===== config.mk =====
export PLATFORM = sky130hd
export DESIGN_NAME = coproc_arbiter_flat
export DESIGN_NICKNAME = d
export VERILOG_FILES = /design/src/rtl/coproc_arbiter_if.sv /design/src/rtl/coproc_arbiter.sv /design/src/flat_wrapper.sv
export SDC_FILE = /design/constraint.sdc
export NUM_CORES = 1
export LEC_CHECK = 0
export CAP_MARGIN = 0
export CORE_ASPECT_RATIO = 1.2
export CORE_MARGIN = 2
export CORE_UTILIZATION = 35
export CTS_CLUSTER_SIZE = 8
export DETAILED_ROUTE_END_ITERATION = 10
export PLACE_DENSITY = 0.71
export SLEW_MARGIN = 10
export SYNTH_ARGS = -nofsm -noshare
export SYNTH_HDL_FRONTEND = slang
export SYNTH_SLANG_ARGS = --single-unit

===== constraint.sdc =====
create_clock -name clk -period 1.95 [get_ports clk]
set_clock_uncertainty 0.05 [all_clocks]
set_input_delay 0.39 -clock clk [delete_from_list [all_inputs] [get_ports clk]]
set_output_delay 0.39 -clock clk [all_outputs]
set_load 0.01 [all_outputs]

===== src/rtl/coproc_arbiter_if.sv =====
// coproc_arbiter_if: channel request/ack bus plus downstream coprocessor handshake
interface coproc_arbiter_if #(
  parameter int NCH = 2,
  parameter int AW  = 32,
  parameter int DW  = 32
);
  logic [NCH-1:0]    ch_req;
  logic [NCH*AW-1:0] ch_addr;
  logic [NCH-1:0]    ch_ack;
  logic [NCH-1:0]    ch_err;
  logic [NCH*DW-1:0] ch_data;
  logic              co_req;
  logic [AW-1:0]     co_addr;
  logic              co_ack;
  logic [DW-1:0]     co_data;
  modport slave (
    input  ch_req, ch_addr, co_ack, co_data,
    output ch_ack, ch_err, ch_data, co_req, co_addr
  );
  modport master (
    output ch_req, ch_addr, co_ack, co_data,
    input  ch_ack, ch_err, ch_data, co_req, co_addr
  );
endinterface


===== src/rtl/coproc_arbiter.sv =====
// coproc_arbiter: round-robin arbiter sharing one coprocessor among NCH channels, with timeout
module coproc_arbiter #(
  parameter int NCH     = 2,
  parameter int AW      = 32,
  parameter int DW      = 32,
  parameter int TIMEOUT = 255,
  parameter int CW      = 8
) (
  input  logic             clk,
  input  logic             rst,
  coproc_arbiter_if.slave  bus,
  output logic             busy_o,
  output logic [CW-1:0]    timeout_count_o
);
  localparam int GW = NCH > 1 ? $clog2(NCH) : 1;
  localparam int TW = TIMEOUT > 1 ? $clog2(TIMEOUT) : 1;
  typedef enum logic [1:0] {IDLE, WAIT, DONE} state_e;
  state_e            state_q, state_d;
  logic [GW-1:0]     g_q, g_d, rr_q, rr_d, pick, idx;
  logic [TW-1:0]     cnt_q, cnt_d;
  logic              co_req_q, co_req_d, busy_q, busy_d, hit;
  logic [AW-1:0]     co_addr_q, co_addr_d;
  logic [NCH-1:0]    ack_q, ack_d, err_q, err_d;
  logic [NCH*DW-1:0] data_q, data_d;
  logic [CW-1:0]     tc_q, tc_d;
  always_comb begin
    state_d   = state_q;
    g_d       = g_q;
    rr_d      = rr_q;
    cnt_d     = cnt_q;
    co_req_d  = co_req_q;
    co_addr_d = co_addr_q;
    ack_d     = ack_q;
    err_d     = err_q;
    data_d    = data_q;
    tc_d      = tc_q;
    hit       = 1'b0;
    pick      = '0;
    idx       = '0;
    // first requester at or after rr_q, wrapping modulo NCH
    for (int i = 0; i < NCH; i++) begin
      idx = GW'((int'(rr_q) + i) % NCH);
      if (!hit && bus.ch_req[idx]) begin
        hit  = 1'b1;
        pick = idx;
      end
    end
    case (state_q)
      IDLE: if (hit) begin
        g_d       = pick;
        co_addr_d = bus.ch_addr[pick*AW +: AW];
        co_req_d  = 1'b1;
        cnt_d     = '0;
        state_d   = WAIT;
      end
      WAIT: if (bus.co_ack) begin
        data_d[g_q*DW +: DW] = bus.co_data;
        ack_d[g_q]           = 1'b1;
        co_req_d             = 1'b0;
        state_d              = DONE;
      end else if (cnt_q == TW'(TIMEOUT - 1)) begin
        ack_d[g_q] = 1'b1;
        err_d[g_q] = 1'b1;
        co_req_d   = 1'b0;
        tc_d       = &tc_q ? tc_q : tc_q + 1'b1;
        state_d    = DONE;
      end else begin
        cnt_d = cnt_q + 1'b1;
      end
      DONE: begin
        ack_d   = '0;
        err_d   = '0;
        rr_d    = (g_q == GW'(NCH - 1)) ? '0 : g_q + 1'b1;
        state_d = IDLE;
      end
      default: state_d = IDLE;
    endcase
    busy_d = state_d != IDLE;
  end
  always_ff @(posedge clk) begin
    if (rst) begin
      state_q   <= IDLE;
      g_q       <= '0;
      rr_q      <= '0;
      cnt_q     <= '0;
      co_req_q  <= 1'b0;
      co_addr_q <= '0;
      ack_q     <= '0;
      err_q     <= '0;
      data_q    <= '0;
      tc_q      <= '0;
      busy_q    <= 1'b0;
    end else begin
      state_q   <= state_d;
      g_q       <= g_d;
      rr_q      <= rr_d;
      cnt_q     <= cnt_d;
      co_req_q  <= co_req_d;
      co_addr_q <= co_addr_d;
      ack_q     <= ack_d;
      err_q     <= err_d;
      data_q    <= data_d;
      tc_q      <= tc_d;
      busy_q    <= busy_d;
    end
  end
  assign bus.ch_ack      = ack_q;
  assign bus.ch_err      = err_q;
  assign bus.ch_data     = data_q;
  assign bus.co_req      = co_req_q;
  assign bus.co_addr     = co_addr_q;
  assign busy_o          = busy_q;
  assign timeout_count_o = tc_q;
endmodule


===== src/flat_wrapper.sv =====
// flat-port wrapper written by rule: the top's interface ports become plain ports
module coproc_arbiter_flat 
#(
  parameter int NCH     = 2,
  parameter int AW      = 32,
  parameter int DW      = 32,
  parameter int TIMEOUT = 255,
  parameter int CW      = 8
)
  (clk, rst, busy_o, timeout_count_o, bus_ch_req, bus_ch_addr, bus_co_ack, bus_co_data, bus_ch_ack, bus_ch_err, bus_ch_data, bus_co_req, bus_co_addr);
  coproc_arbiter_if #(.NCH(NCH), .AW(AW), .DW(DW)) bus_i ();
  input  logic clk;
  input  logic rst;
  output logic busy_o;
  output logic [CW-1:0] timeout_count_o;
  input wire logic [$bits(bus_i.ch_req)-1:0] bus_ch_req;
  input wire logic [$bits(bus_i.ch_addr)-1:0] bus_ch_addr;
  input wire logic [$bits(bus_i.co_ack)-1:0] bus_co_ack;
  input wire logic [$bits(bus_i.co_data)-1:0] bus_co_data;
  output wire logic [$bits(bus_i.ch_ack)-1:0] bus_ch_ack;
  output wire logic [$bits(bus_i.ch_err)-1:0] bus_ch_err;
  output wire logic [$bits(bus_i.ch_data)-1:0] bus_ch_data;
  output wire logic [$bits(bus_i.co_req)-1:0] bus_co_req;
  output wire logic [$bits(bus_i.co_addr)-1:0] bus_co_addr;
  assign bus_i.ch_req = bus_ch_req;
  assign bus_i.ch_addr = bus_ch_addr;
  assign bus_i.co_ack = bus_co_ack;
  assign bus_i.co_data = bus_co_data;
  assign bus_ch_ack = bus_i.ch_ack;
  assign bus_ch_err = bus_i.ch_err;
  assign bus_ch_data = bus_i.ch_data;
  assign bus_co_req = bus_i.co_req;
  assign bus_co_addr = bus_i.co_addr;
  coproc_arbiter #(.NCH(NCH), .AW(AW), .DW(DW), .TIMEOUT(TIMEOUT), .CW(CW)) u_core (.clk(clk), .rst(rst), .bus(bus_i), .busy_o(busy_o), .timeout_count_o(timeout_count_o));
endmodule

==> metrics.md <==
| Metric | Value |
|---|---|
| Outcome | `complete, no violations` |
| Yosys cell types | `between 40 and 50` |
| Cell Area, Synth | `0.00488 mm²` |
| DRC viols | `0` |
| CTS Buffer Depth | `2` |
| Sw Ratio | `30.5%` |
| Post-synth EDFFs | `0` |
| Global route overflow | `0` |
| Row count | `47` |
| Vias in the first global route | `approximately 5000` |
| Syn nets | `~690` |
| Lkg Pwr | `between 2 and 3 nW` |
| Drt total wl | `around 15000 µm` |
| Worst-margin pin slew | `0.526 ns` |
| Clock sink count | `122` |
| Tmin final | `1.90 ns` |
| Worst path arrival time | `2.12 ns` |
| CTS tree | `yes` |
| PwrDens | `1030 mW/mm²` |
| Seq/Total Area, Yosys | `around 50%` |
| Fin nets | `909` |
| Max cap viols | `0` |
| CTS Buf Count | `17` |
| Antenna violations before repair | `0` |
| Core ar. | `roughly 0.014 mm²` |
| Via count | `~5000` |
| Switching power | `2.50 mW` |
| Top cell family by delay on the critical path | `simple AND/OR/NAND/NOR gates` |
| Area Growth Syn to Fin | `63.0%` |
| Crit-path cells | `inv_1 -> ha_1 -> nor3b_2 -> or2_2 -> o311ai_0 -> o21ai_0` |
| Register clock-pin slew on the reported worst setup and hold paths | `approximately 0.06 ns` |
| Clock group share of total power | `34.5%` |
| Final hold viol count | `0` |
| RSZ-0062 raised after global routing | `true` |
| Most frequent cells in the layout | `clkdlybuf4s50_1 (209), nand2_1 (139), dfxtp_1 (121)` |
| Logic gate share of total power | `28.8%` |
| Width of the die | `112 µm` |
| Pre-antenna DRT Iters | `4` |
| Hpwl dp | `11100 µm` |
| Final worst slack | `0.0470 ns` |
| Ant diodes | `0` |
| Post-Place Cell Area | `0.00737 mm²` |
| Worst setup EP type | `flip-flop` |
| Seq pwr share | `between 30 and 40%` |
| Setup CP Type | `reg -> reg` |
| Slew headroom | `64.7%` |
| Synth Warn # | `0` |
| Layout cells sized above 1 | `10.1%` |
| Cell taking the most area after synthesis | `dfxtp_1` |
| Crit-path slowest cell | `or2_2` |
| Crit Path Max Fanout | `8` |
| Internal | `5.70 mW` |
| Starting density of the core | `35.6%` |
| Fraction of registers with async set/reset | `0%` |
| Wire length per cell | `approximately 15 µm` |
| Pre-CTS WS | `-0.272 ns` |
| Flop2flop setup slack | `0.05 ns` |
| Synthesis-stage register bit count | `122` |
| Mean area per synthesized cell | `~8.5 µm²` |
| First-pass GRT wire length | `24000 µm` |
| Worst hold-check path type | `in -> reg` |
| Max Fclk | `525 MHz` |
| Global router's overall resource usage | `19.8%` |
| Worst vdd ir | `approximately 0.00055 V` |
| Worst setup SP type | `flip-flop` |
| Cells after Synth | `about 580` |
| Largest cells by area after synthesis | `dfxtp_1 (50%), nand2_1 (11%), a21oi_1 (7.5%), mux2i_1 (7.0%), a211oi_1 (5.1%)` |
| Primary FF master, synth | `dfxtp_1` |
| Die Height | `133 µm` |
| Setup violators final | `0` |
| Yosys top cell area share | `50.0%` |
| CTS H-tree lvls | `4` |
| Setup Total Neg Slack | `0 ns` |
| WHS | `0.242 ns` |
| CP required | `~2.2 ns` |
| Commonest non-fill, non-tap cell in the layout | `clkdlybuf4s50_1` |
| DR iter-0 viols | `286` |
| CTS Root Cell | `clkbuf_16` |
| Placer Congestion | `0.863` |
| Tcrit/Tclk final | `97.6%` |
| Fin. max-slew vios | `0` |
| Post-route ant nets | `0` |
| Final Instance Area | `0.00796 mm²` |
| Tot Pwr | `8.20 mW` |
| Boundary Pins | `between 200 and 250` |
| Die area | `0.0149 mm²` |
| Clk Latency, worst-skew pair | `0.40 ns` |
| Port-buffer cells | `210` |
| Worst path buffer plus inverter count | `1` |
| Vias per cell | `5.06` |
| Largest net degree at the start of global routing | `66` |
| CP peak stage delay | `0.37 ns` |
[power groups by stage]
stage	Clock, mW	Combinational, mW	Sequential, mW
6_report	2.83	2.36	3.01
5_1_grt	2.99	2.59	3.05
4_1_cts	2.90	2.36	3.01
3_5_place_dp	0	2.34	3.05
3_3_place_gp	0	2.30	3.04
2_1_floorplan	0	0.963	3.16
[area by class of cell]
type	count	area, µm²
inverters	9	33.8
repair buffers	243	2410
clock inverters	14	98.8
flip-flops and latches	122	2440
well taps	171	214
fillers	1192	5740
multi-input cells	409	2320
clock buffers	18	439
[Yosys cell counts (2+ instances only)]
| cell type | n |
|---|---|
| a31oi_1 | 3 |
| ha_1 | 6 |
| clkbuf_1 | 30 |
| o311ai_0 | 3 |
| nand3_1 | 11 |
| a211oi_1 | 33 |
| or3_1 | 5 |
| or4_1 | 5 |
| o31ai_1 | 5 |
| mux2i_1 | 34 |
| a311oi_1 | 3 |
| a22o_1 | 2 |
| nand4_1 | 3 |
| nor3_1 | 5 |
| buf_2 | 4 |
| nor2b_1 | 2 |
| nand2_1 | 139 |
| o21a_1 | 3 |
| a21oi_1 | 73 |
| nor2_1 | 45 |
| dfxtp_1 | 122 |
| o21ai_0 | 8 |
| buf_1 | 3 |
| a2111oi_0 | 2 |
| inv_1 | 9 |
| or2_2 | 2 |
| and3_1 | 2 |
[flip-flops by register name, summed over array words and instances, names as in the netlist]
register,cells
u_core.bus.ch_ack,2
u_core.bus.ch_data,64
u_core.bus.ch_err,2
u_core.bus.co_addr,32
u_core.bus.co_req,1
u_core.busy_o,1
u_core.cnt_q,8
u_core.g_q,1
u_core.rr_q,1
u_core.state_q,2
u_core.timeout_count_o,8
[repair_timing]
| item | in CTS | in global routing |
|---|---|---|
| setup endpoints to repair | 4 | 11 |
| buffers inserted | 0 | 1 |
| hold buffers | 0 | 0 |
| gates resized for setup | 1 | 12 |
| pin swaps | 1 | 0 |
[logic make-up after synthesis]
group / after synthesis / synth area share, %
flops: 122 / 50.0
fa+ha+maj: 6 / 1.54
buf+inv: 47 / 3.79
compound gates: 145 / 18.4
simple gates: 224 / 19.3
mux: 34 / 6.97
[per-layer routing]
layer | vias to the layer above | GRT usage [%] | wire length, µm | share of wire (%)
met5 | - | 0 | 0 | 0
met4 | 0 | 7.96 | 245 | 1.6
met3 | 20 | 7.92 | 1380 | 9.2
met2 | 208 | 34.4 | 7420 | 50
met1 | 2288 | 21.6 | 5930 | 40
li1 | 2474 | - | - | -
[worst paths after layout]
check	cells after the start	from	to
worst max-delay path	6	u_core.state_q[0]	u_core.cnt_q[7]
worst max register to register	6	u_core.state_q[0]	u_core.cnt_q[7]
worst min-delay path	2	rst	u_core.bus.co_addr[6]
worst min register to register	2	u_core.bus.ch_data[45]	u_core.bus.ch_data[45]
[metrics by stage]
| step | cells | util (%) |
|---|---|---|
| 2_1_floorplan | 578 | - |
| 3_3_place_gp | 953 | 53.8 |
| 3_5_place_dp | 953 | 53.8 |
| 4_1_cts | 985 | 57.7 |
| 5_1_grt | 986 | 58.1 |
| 6_report | 986 | 58.1 |
Power figures use the tool's default switching activity.
